--- config.mk ---
export PLATFORM = sky130hd
export DESIGN_NAME = hazard_scoreboard_flat
export DESIGN_NICKNAME = d
export VERILOG_FILES = /design/src/rtl/hazard_scoreboard_if.sv /design/src/rtl/hazard_scoreboard.sv /design/src/flat_wrapper.sv
export SDC_FILE = /design/constraint.sdc
export NUM_CORES = 1
export LEC_CHECK = 0
export CAP_MARGIN = 20
export CORE_MARGIN = 3
export CORE_UTILIZATION = 30
export DETAILED_ROUTE_END_ITERATION = 7
export HOLD_SLACK_MARGIN = 0.05
export SYNTH_ARGS = -nofsm -noshare
export SYNTH_HDL_FRONTEND = slang
export SYNTH_SLANG_ARGS = --single-unit
--- constraint.sdc ---
create_clock -name clk -period 1.8 [get_ports clk]
set_input_delay 0.27 -clock clk [delete_from_list [all_inputs] [get_ports clk]]
set_output_delay 0.27 -clock clk [all_outputs]
set_load 0.005 [all_outputs]
--- src/rtl/hazard_scoreboard_if.sv ---
// Decode-to-hazard-unit bundle: decode fields in, stall/forwarding decisions and stall count out.
interface hazard_scoreboard_if #(
    parameter int REG_ADDR_W  = 3,
    parameter int STALL_CNT_W = 16
);
    // Handshake: id_valid qualifies every id_* field in the same cycle; stall is the
    // same-cycle "not ready" answer, so an instruction moves on only when id_valid & ~stall.
    logic                   id_valid;
    logic [REG_ADDR_W-1:0]  id_rs;
    logic [REG_ADDR_W-1:0]  id_rt;
    logic                   id_rs_used;
    logic                   id_rt_used;
    logic [REG_ADDR_W-1:0]  id_rd;
    logic                   id_reg_wrt;
    logic                   id_is_load;
    logic                   mem_done;
    logic                   flush;
    logic                   stall;
    logic [1:0]             fwd_rs_sel;
    logic [1:0]             fwd_rt_sel;
    logic [STALL_CNT_W-1:0] stall_count;

    modport master (
        output id_valid, id_rs, id_rt, id_rs_used, id_rt_used, id_rd,
               id_reg_wrt, id_is_load, mem_done, flush,
        input  stall, fwd_rs_sel, fwd_rt_sel, stall_count
    );

    modport slave (
        input  id_valid, id_rs, id_rt, id_rs_used, id_rt_used, id_rd,
               id_reg_wrt, id_is_load, mem_done, flush,
        output stall, fwd_rs_sel, fwd_rt_sel, stall_count
    );
endinterface

--- src/rtl/hazard_scoreboard.sv ---
// Decode-stage data-hazard unit: shift-register scoreboard of in-flight destinations.
// Define FORWARD_BYPASS_EN for load-use-only stalls with forwarding selects; default stalls on every match.
module hazard_scoreboard #(
    parameter int REG_ADDR_W  = 3,
    parameter int DEPTH       = 2,   // legal range 1..3 (fits the 2-bit selects)
    parameter int STALL_CNT_W = 16
) (
    input logic               clk,
    input logic               rst_n,
    hazard_scoreboard_if.slave bus
);
    logic [DEPTH:1]          sb_wr;
    logic [REG_ADDR_W-1:0]   sb_rd [1:DEPTH];
    logic [DEPTH:1]          rs_match;
    logic [DEPTH:1]          rt_match;
    logic                    haz;
    logic                    stall;
    logic                    accept;
    logic [1:0]              rs_sel;
    logic [1:0]              rt_sel;
    logic [STALL_CNT_W-1:0]  stall_count;

    always_comb begin
        rs_match = '0;
        rt_match = '0;
        for (int k = 1; k <= DEPTH; k++) begin
            rs_match[k] = sb_wr[k] & (sb_rd[k] == bus.id_rs) & bus.id_rs_used;
            rt_match[k] = sb_wr[k] & (sb_rd[k] == bus.id_rt) & bus.id_rt_used;
        end
    end

`ifdef FORWARD_BYPASS_EN
    logic [DEPTH:1] sb_ld;

    // Only a load one stage ahead cannot be bypassed; everything else forwards.
    assign haz = sb_ld[1] & (rs_match[1] | rt_match[1]);

    // Scan oldest to youngest so the youngest producer overrides.
    always_comb begin
        rs_sel = '0;
        rt_sel = '0;
        for (int k = DEPTH; k >= 1; k--) begin
            if (rs_match[k]) rs_sel = 2'(k);
            if (rt_match[k]) rt_sel = 2'(k);
        end
        if (stall) begin
            rs_sel = '0;
            rt_sel = '0;
        end
    end

    always_ff @(posedge clk) begin
        if (!rst_n) begin
            sb_ld <= '0;
        end else if (bus.mem_done) begin
            for (int k = DEPTH; k >= 2; k--) sb_ld[k] <= sb_ld[k-1];
            sb_ld[1] <= accept & bus.id_is_load;
        end
    end
`else
    logic unused_ld;

    assign haz       = (|rs_match) | (|rt_match);
    assign rs_sel    = '0;
    assign rt_sel    = '0;
    assign unused_ld = bus.id_is_load;
`endif

    assign stall  = ~bus.mem_done | (bus.id_valid & ~bus.flush & haz);
    assign accept = bus.id_valid & ~bus.flush & ~haz;

    // A frozen memory holds every entry; otherwise a stalled or flushed slot becomes a bubble.
    always_ff @(posedge clk) begin
        if (!rst_n) begin
            sb_wr <= '0;
            for (int k = 1; k <= DEPTH; k++) sb_rd[k] <= '0;
        end else if (bus.mem_done) begin
            for (int k = DEPTH; k >= 2; k--) begin
                sb_wr[k] <= sb_wr[k-1];
                sb_rd[k] <= sb_rd[k-1];
            end
            sb_wr[1] <= accept & bus.id_reg_wrt;
            sb_rd[1] <= accept ? bus.id_rd : '0;
        end
    end

    always_ff @(posedge clk) begin
        if (!rst_n) begin
            stall_count <= '0;
        end else if (stall && bus.id_valid && !(&stall_count)) begin
            stall_count <= stall_count + 1'b1;
        end
    end

    assign bus.stall       = stall;
    assign bus.fwd_rs_sel  = rs_sel;
    assign bus.fwd_rt_sel  = rt_sel;
    assign bus.stall_count = stall_count;
endmodule

--- src/flat_wrapper.sv ---
// flat-port wrapper written by rule: the top's interface ports become plain ports
module hazard_scoreboard_flat 
#(
    parameter int REG_ADDR_W  = 3,
    parameter int DEPTH       = 2,                                               
    parameter int STALL_CNT_W = 16
)
  (clk, rst_n, bus_id_valid, bus_id_rs, bus_id_rt, bus_id_rs_used, bus_id_rt_used, bus_id_rd, bus_id_reg_wrt, bus_id_is_load, bus_mem_done, bus_flush, bus_stall, bus_fwd_rs_sel, bus_fwd_rt_sel, bus_stall_count);
  hazard_scoreboard_if #(.REG_ADDR_W(REG_ADDR_W), .STALL_CNT_W(STALL_CNT_W)) bus_i ();
  input logic clk;
  input logic rst_n;
  input wire logic [$bits(bus_i.id_valid)-1:0] bus_id_valid;
  input wire logic [$bits(bus_i.id_rs)-1:0] bus_id_rs;
  input wire logic [$bits(bus_i.id_rt)-1:0] bus_id_rt;
  input wire logic [$bits(bus_i.id_rs_used)-1:0] bus_id_rs_used;
  input wire logic [$bits(bus_i.id_rt_used)-1:0] bus_id_rt_used;
  input wire logic [$bits(bus_i.id_rd)-1:0] bus_id_rd;
  input wire logic [$bits(bus_i.id_reg_wrt)-1:0] bus_id_reg_wrt;
  input wire logic [$bits(bus_i.id_is_load)-1:0] bus_id_is_load;
  input wire logic [$bits(bus_i.mem_done)-1:0] bus_mem_done;
  input wire logic [$bits(bus_i.flush)-1:0] bus_flush;
  output wire logic [$bits(bus_i.stall)-1:0] bus_stall;
  output wire logic [$bits(bus_i.fwd_rs_sel)-1:0] bus_fwd_rs_sel;
  output wire logic [$bits(bus_i.fwd_rt_sel)-1:0] bus_fwd_rt_sel;
  output wire logic [$bits(bus_i.stall_count)-1:0] bus_stall_count;
  assign bus_i.id_valid = bus_id_valid;
  assign bus_i.id_rs = bus_id_rs;
  assign bus_i.id_rt = bus_id_rt;
  assign bus_i.id_rs_used = bus_id_rs_used;
  assign bus_i.id_rt_used = bus_id_rt_used;
  assign bus_i.id_rd = bus_id_rd;
  assign bus_i.id_reg_wrt = bus_id_reg_wrt;
  assign bus_i.id_is_load = bus_id_is_load;
  assign bus_i.mem_done = bus_mem_done;
  assign bus_i.flush = bus_flush;
  assign bus_stall = bus_i.stall;
  assign bus_fwd_rs_sel = bus_i.fwd_rs_sel;
  assign bus_fwd_rt_sel = bus_i.fwd_rt_sel;
  assign bus_stall_count = bus_i.stall_count;
  hazard_scoreboard #(.REG_ADDR_W(REG_ADDR_W), .DEPTH(DEPTH), .STALL_CNT_W(STALL_CNT_W)) u_core (.clk(clk), .rst_n(rst_n), .bus(bus_i));
endmodule
Word-level counts from Yosys, hierarchy flattened
Memories as Yosys holds them, arrays and structs flattened.
Cells that the tools add are included.
{"block": "op_classes", "n_addsub": 1, "n_eq_ne": 4, "muxes": 7, "bitwise": 19, "reduce_logical": 6}
{"cell": "16-bit by 1-bit adder with 16-bit output (second input constant)", "n": 1}
{"cell": "16-bit AND reduction", "n": 1}
{"cell": "1-bit bitwise AND", "n": 12}
{"cell": "3-bit == test", "n": 4}
{"cell": "3-bit 2-to-1 mux", "n": 3}
{"cell": "1-bit 2-to-1 mux", "n": 4}
{"cell": "1-bit bitwise OR", "n": 4}
{"cell": "2-bit OR reduction", "n": 2}
{"cell": "1-bit inverter", "n": 3}
{"cell": "1-bit logical AND", "n": 2}
{"cell": "1-bit logical NOT", "n": 1}
{"block": "word_totals", "register_bits": 18, "ram_bits": 6, "input_bits": 18, "output_inout_bits": 21, "elab_cells": 40, "memories": 1}
{"memory": "u_core.sb_rd", "words": 2, "word_bits": 3, "rd": 2, "rd_clocked_by_memory_dff": 0, "write_ports": 2, "line": "hazard_scoreboard.sv:13", "text": "logic [REG_ADDR_W-1:0] sb_rd [1:DEPTH];"}

Depth between registers and ports, before layout
An unclocked memory read counts as a cell.
{"block": "depth", "depth_word": 10, "mapped_depth": 7, "ltp_nobuf": 6}

Worst setup path before layout
No wires, ideal clock.
{"block": "synth_timing", "kind": "register to register", "start": "memory u_core.sb_rd[1][1]", "end": "register u_core.stall_count[1] (netlist: u_core.bus.stall_count[1])", "setup_ns": 0.073, "t_arrival_ns": 1.709, "t_required_ns": 1.727, "setup_slack_ns": 0.018, "path_stages_with_launch": 8, "path_buffers": 1, "synth_period_minus_slack_ns": 1.782, "cell_sequence": "edfxtp_1 xnor2_1 nand4_1 a21boi_1 a222oi_1 buf_2 or3b_2 a21oi_1"}
{"element": "start, declared", "line": "hazard_scoreboard.sv:13"}
{"element": "end signal, assigned", "line": "hazard_scoreboard.sv:91", "text": "stall_count <= stall_count + 1'b1;"}
{"element": "end, declared", "line": "hazard_scoreboard.sv:21", "text": "logic [STALL_CNT_W-1:0] stall_count;"}

==> reports/qor.yml <==
drt:
  first_pass_iters: 4
  drt_wl_total_um: 3500
  post_drt_wl_per_cell_um: 14.0
  drt_iter0_markers: 56
  drc: 0
  drtAntennaViolNets: 0
  vias: 1282
  via_per_inst: 5.11
power_and_ir_drop:
  powerDensity_nw_per_um2: 587
  pwr-share-seq_pct: 50.5
  leakagePower_uw: 0.000698
  clkPwrFrac_pct: 36.9
  p_int_uw: 888
  p_sw_uw: 256
  p_sw_share_pct: 22.3
  vdd_drop_max_mv: 0.211
  power_uw: 1140
  p_comb_share_pct: 12.7
grt:
  grt_use_met2_pct: 22.5
  grt_max_degree: 15
  first_global_vias: 1256
  grt_use_met3_pct: 3.44
  busiest_layer: "met2"
  antenna_found_initial: 0
  globalRoute.totalOverflow: 0
  grt_util_met1_pct: 15.9
  grt_pass1_wl_um: 5560
  track_usage_pct: 13.4
synth:
  synth-seq-cells: 24
  synth_ff_type: "dfxtp_1"
  avgSynthCellArea_um2: 8.85
  synth_edf_count: 6
  synth_area_um2: 1340
  ys_warn_count: 0
  synthArstFlopShare_pct: 0
  ys_types: 33
  syn_inst: 151
  ys_seq_area_share_pct: 40.4
run:
  max_cap_viol_count: 0
worst_setup_path:
  worstPathMaxFanout: 11
  start_kind: "flip-flop"
  rr_worst_depth: 9
  timing.rr.end: "u_core.bus.stall_count[2]$_SDFFE_PN0P_"
  cp_data_arrival_time_ns: 2.10
  critPathKind: "flip-flop to flip-flop"
  critPathLaunch: "u_core.sb_rd[2][2]$_SDFFCE_PN0P_"
  rrSetupSlack_ns: -0.09
  rr_startpoint: "u_core.sb_rd[2][2]$_SDFFCE_PN0P_"
  worstPathRequired_ns: 2.00
  cp-end-kind: "flip-flop"
  worstSetupEndpoint: "u_core.bus.stall_count[2]$_SDFFE_PN0P_"
layout:
  area_growth_pct: 46.0
  fillers: 410
  final_common_cell: "clkdlybuf4s50_1"
  diodes: 0
  drive_above_1_share_pct: 16.9
  finalNonFillerCells: 251
  final_cell_mix: "clkdlybuf4s50_1 (29), dfxtp_1 (18), buf_4 (17), nand2_1 (16), xnor2_1 (12)"
  multiInputGateArea_um2: 802
  final_nets: 221
  seq_area_um2: 541
clock_network:
  clk_path_buf_depth: 2
  cts.sinks: 24
  cts_made_buffers: 3
  path_clk_slew_ns: 0.09
  cts_root_buf: "clkbuf_8"
  cts_max_level: 1
  clk_latency_ns: 0.27
  cts_tree: "yes"
timing:
  period_needed_ns: 1.89
  fin_crit_sh_pct: 105
  fin_skew_ns: 0.00591
  fmax_ghz: 0.528
  final_hold_viol_count: 0
  grt_setup_unrepaired: "yes"
  layout_setup_ws_ns: -0.0950
  maxSlewViolCount: 0
  setup_viol: 12
placement:
  place_inst: 242
  portBuffers: 33
  gp_congestion: 0.880
  hpwl_um: 2550
floorplanning:
  die_area_um2: 5290
  die_w_um: 72.7
  start_util_pct: 32.2
  rows: 23
  die_h_um: 72.7
  core_area_um2: 4140
  pin_count: 39
status:
  violations: "negative setup slack"
  status: "finished, violations left"
hold_path:
  whs_path_depth: 2
  hold_class: "flip-flop to flip-flop"
## worst max-delay path, cell delays in order (launching register included)
cell	delay, ns
edfxtp_1	0.42
buf_4	0.16
xnor2_1	0.11
nand4_1	0.08
nand2_1	0.08
a222oi_1	0.35
buf_4	0.26
buf_4	0.13
o21ai_0	0.10
a21oi_1	0.14
## layout make-up
class | instances | share of cell area (%)
well taps | 50 | 3.21
clock buffers | 4 | 3.40
inverters | 2 | 0.385
multi-input cells | 119 | 41.1
flip-flops and latches | 24 | 27.7
repair buffers | 52 | 24.2
## power by group through the flow
stage	clock network, µW	registers [µW]	logic, µW
floorplan	0	586	67.5
global placement	0	589	126
detailed placement	0	590	131
CTS	432	577	139
global route	450	579	158
finish	422	577	145
## routing by layer
metal | part of all wire, % | vias up
li1 | - | 642
met1 | 44 | 597
met2 | 48 | 34
met3 | 5.0 | 9
met4 | 2.5 | 0
met5 | 0 | -
## worst min-delay path by stage
stage | to | from
3_5_place_dp | u_core.bus.stall_count[4]$_SDFFE_PN0P_ | u_core.bus.stall_count[4]$_SDFFE_PN0P_
2_1_floorplan | u_core.sb_wr[1]$_SDFFE_PN0P_ | bus_id_reg_wrt
6_report | u_core.bus.stall_count[4]$_SDFFE_PN0P_ | u_core.bus.stall_count[4]$_SDFFE_PN0P_
4_1_cts | u_core.bus.stall_count[4]$_SDFFE_PN0P_ | u_core.bus.stall_count[4]$_SDFFE_PN0P_
5_1_grt | u_core.bus.stall_count[4]$_SDFFE_PN0P_ | u_core.bus.stall_count[4]$_SDFFE_PN0P_
3_3_place_gp | u_core.bus.stall_count[4]$_SDFFE_PN0P_ | u_core.bus.stall_count[4]$_SDFFE_PN0P_
## cell usage after synthesis (3+ instances only)
master	number	area, µm²
dfxtp_1	18	360
nand2_1	16	60.1
xnor2_1	12	105
a21oi_1	10	50.1
and3_1	8	50.1
mux2i_1	8	80.1
nand2b_1	8	50.1
o21ai_0	8	40.0
nand4_1	7	43.8
or3_1	7	43.8
edfxtp_1	6	180
nand3_1	6	30.0
and2_1	4	25.0
buf_4	4	30.0
nor3_1	4	20.0
clkbuf_1	3	11.3
## cell families after synthesis
group	count (synthesis)	share of synthesized area, %
AO/OA/AOI/OAI	23	9.93
flip-flops	24	40.4
buffers and inverters	11	4.40
other	1	0.281
AND/OR/NAND/NOR	71	30.2
multiplexers	8	5.99
XOR/XNOR	12	7.87
adder cells (fa/ha/maj)	1	0.936
## metrics by stage
stage	hold slack, ns	util (%)	cell area [µm²]	worst slack, ns	setup TNS [ns]
global placement	0.473	43.3	1790	-0.408	-5.85
global route	0.515	47.1	1950	-0.235	-3.10
finish	0.499	47.1	1950	-0.0950	-0.721
detailed placement	0.490	43.3	1790	-0.500	-7.44
floorplan	0.392	-	1350	0.0184	0
CTS	0.503	46.1	1910	-0.134	-0.953
## flip-flops by register name, indices dropped and copies added, names as in the netlist
| name | count |
|---|---|
| u_core.bus.stall_count | 16 |
| u_core.sb_rd | 6 |
| u_core.sb_wr | 2 |
## timing repair
action / 4_1_cts / 5_1_grt
buffers inserted: 2 / 1
gates cloned: 2 / 0
resized for setup: 15 / 12
pin swaps: 10 / 6
hold buffers: 0 / 0
endpoints found under the setup margin: 17 / 17
No activity file was read; power rests on OpenSTA's default activity.
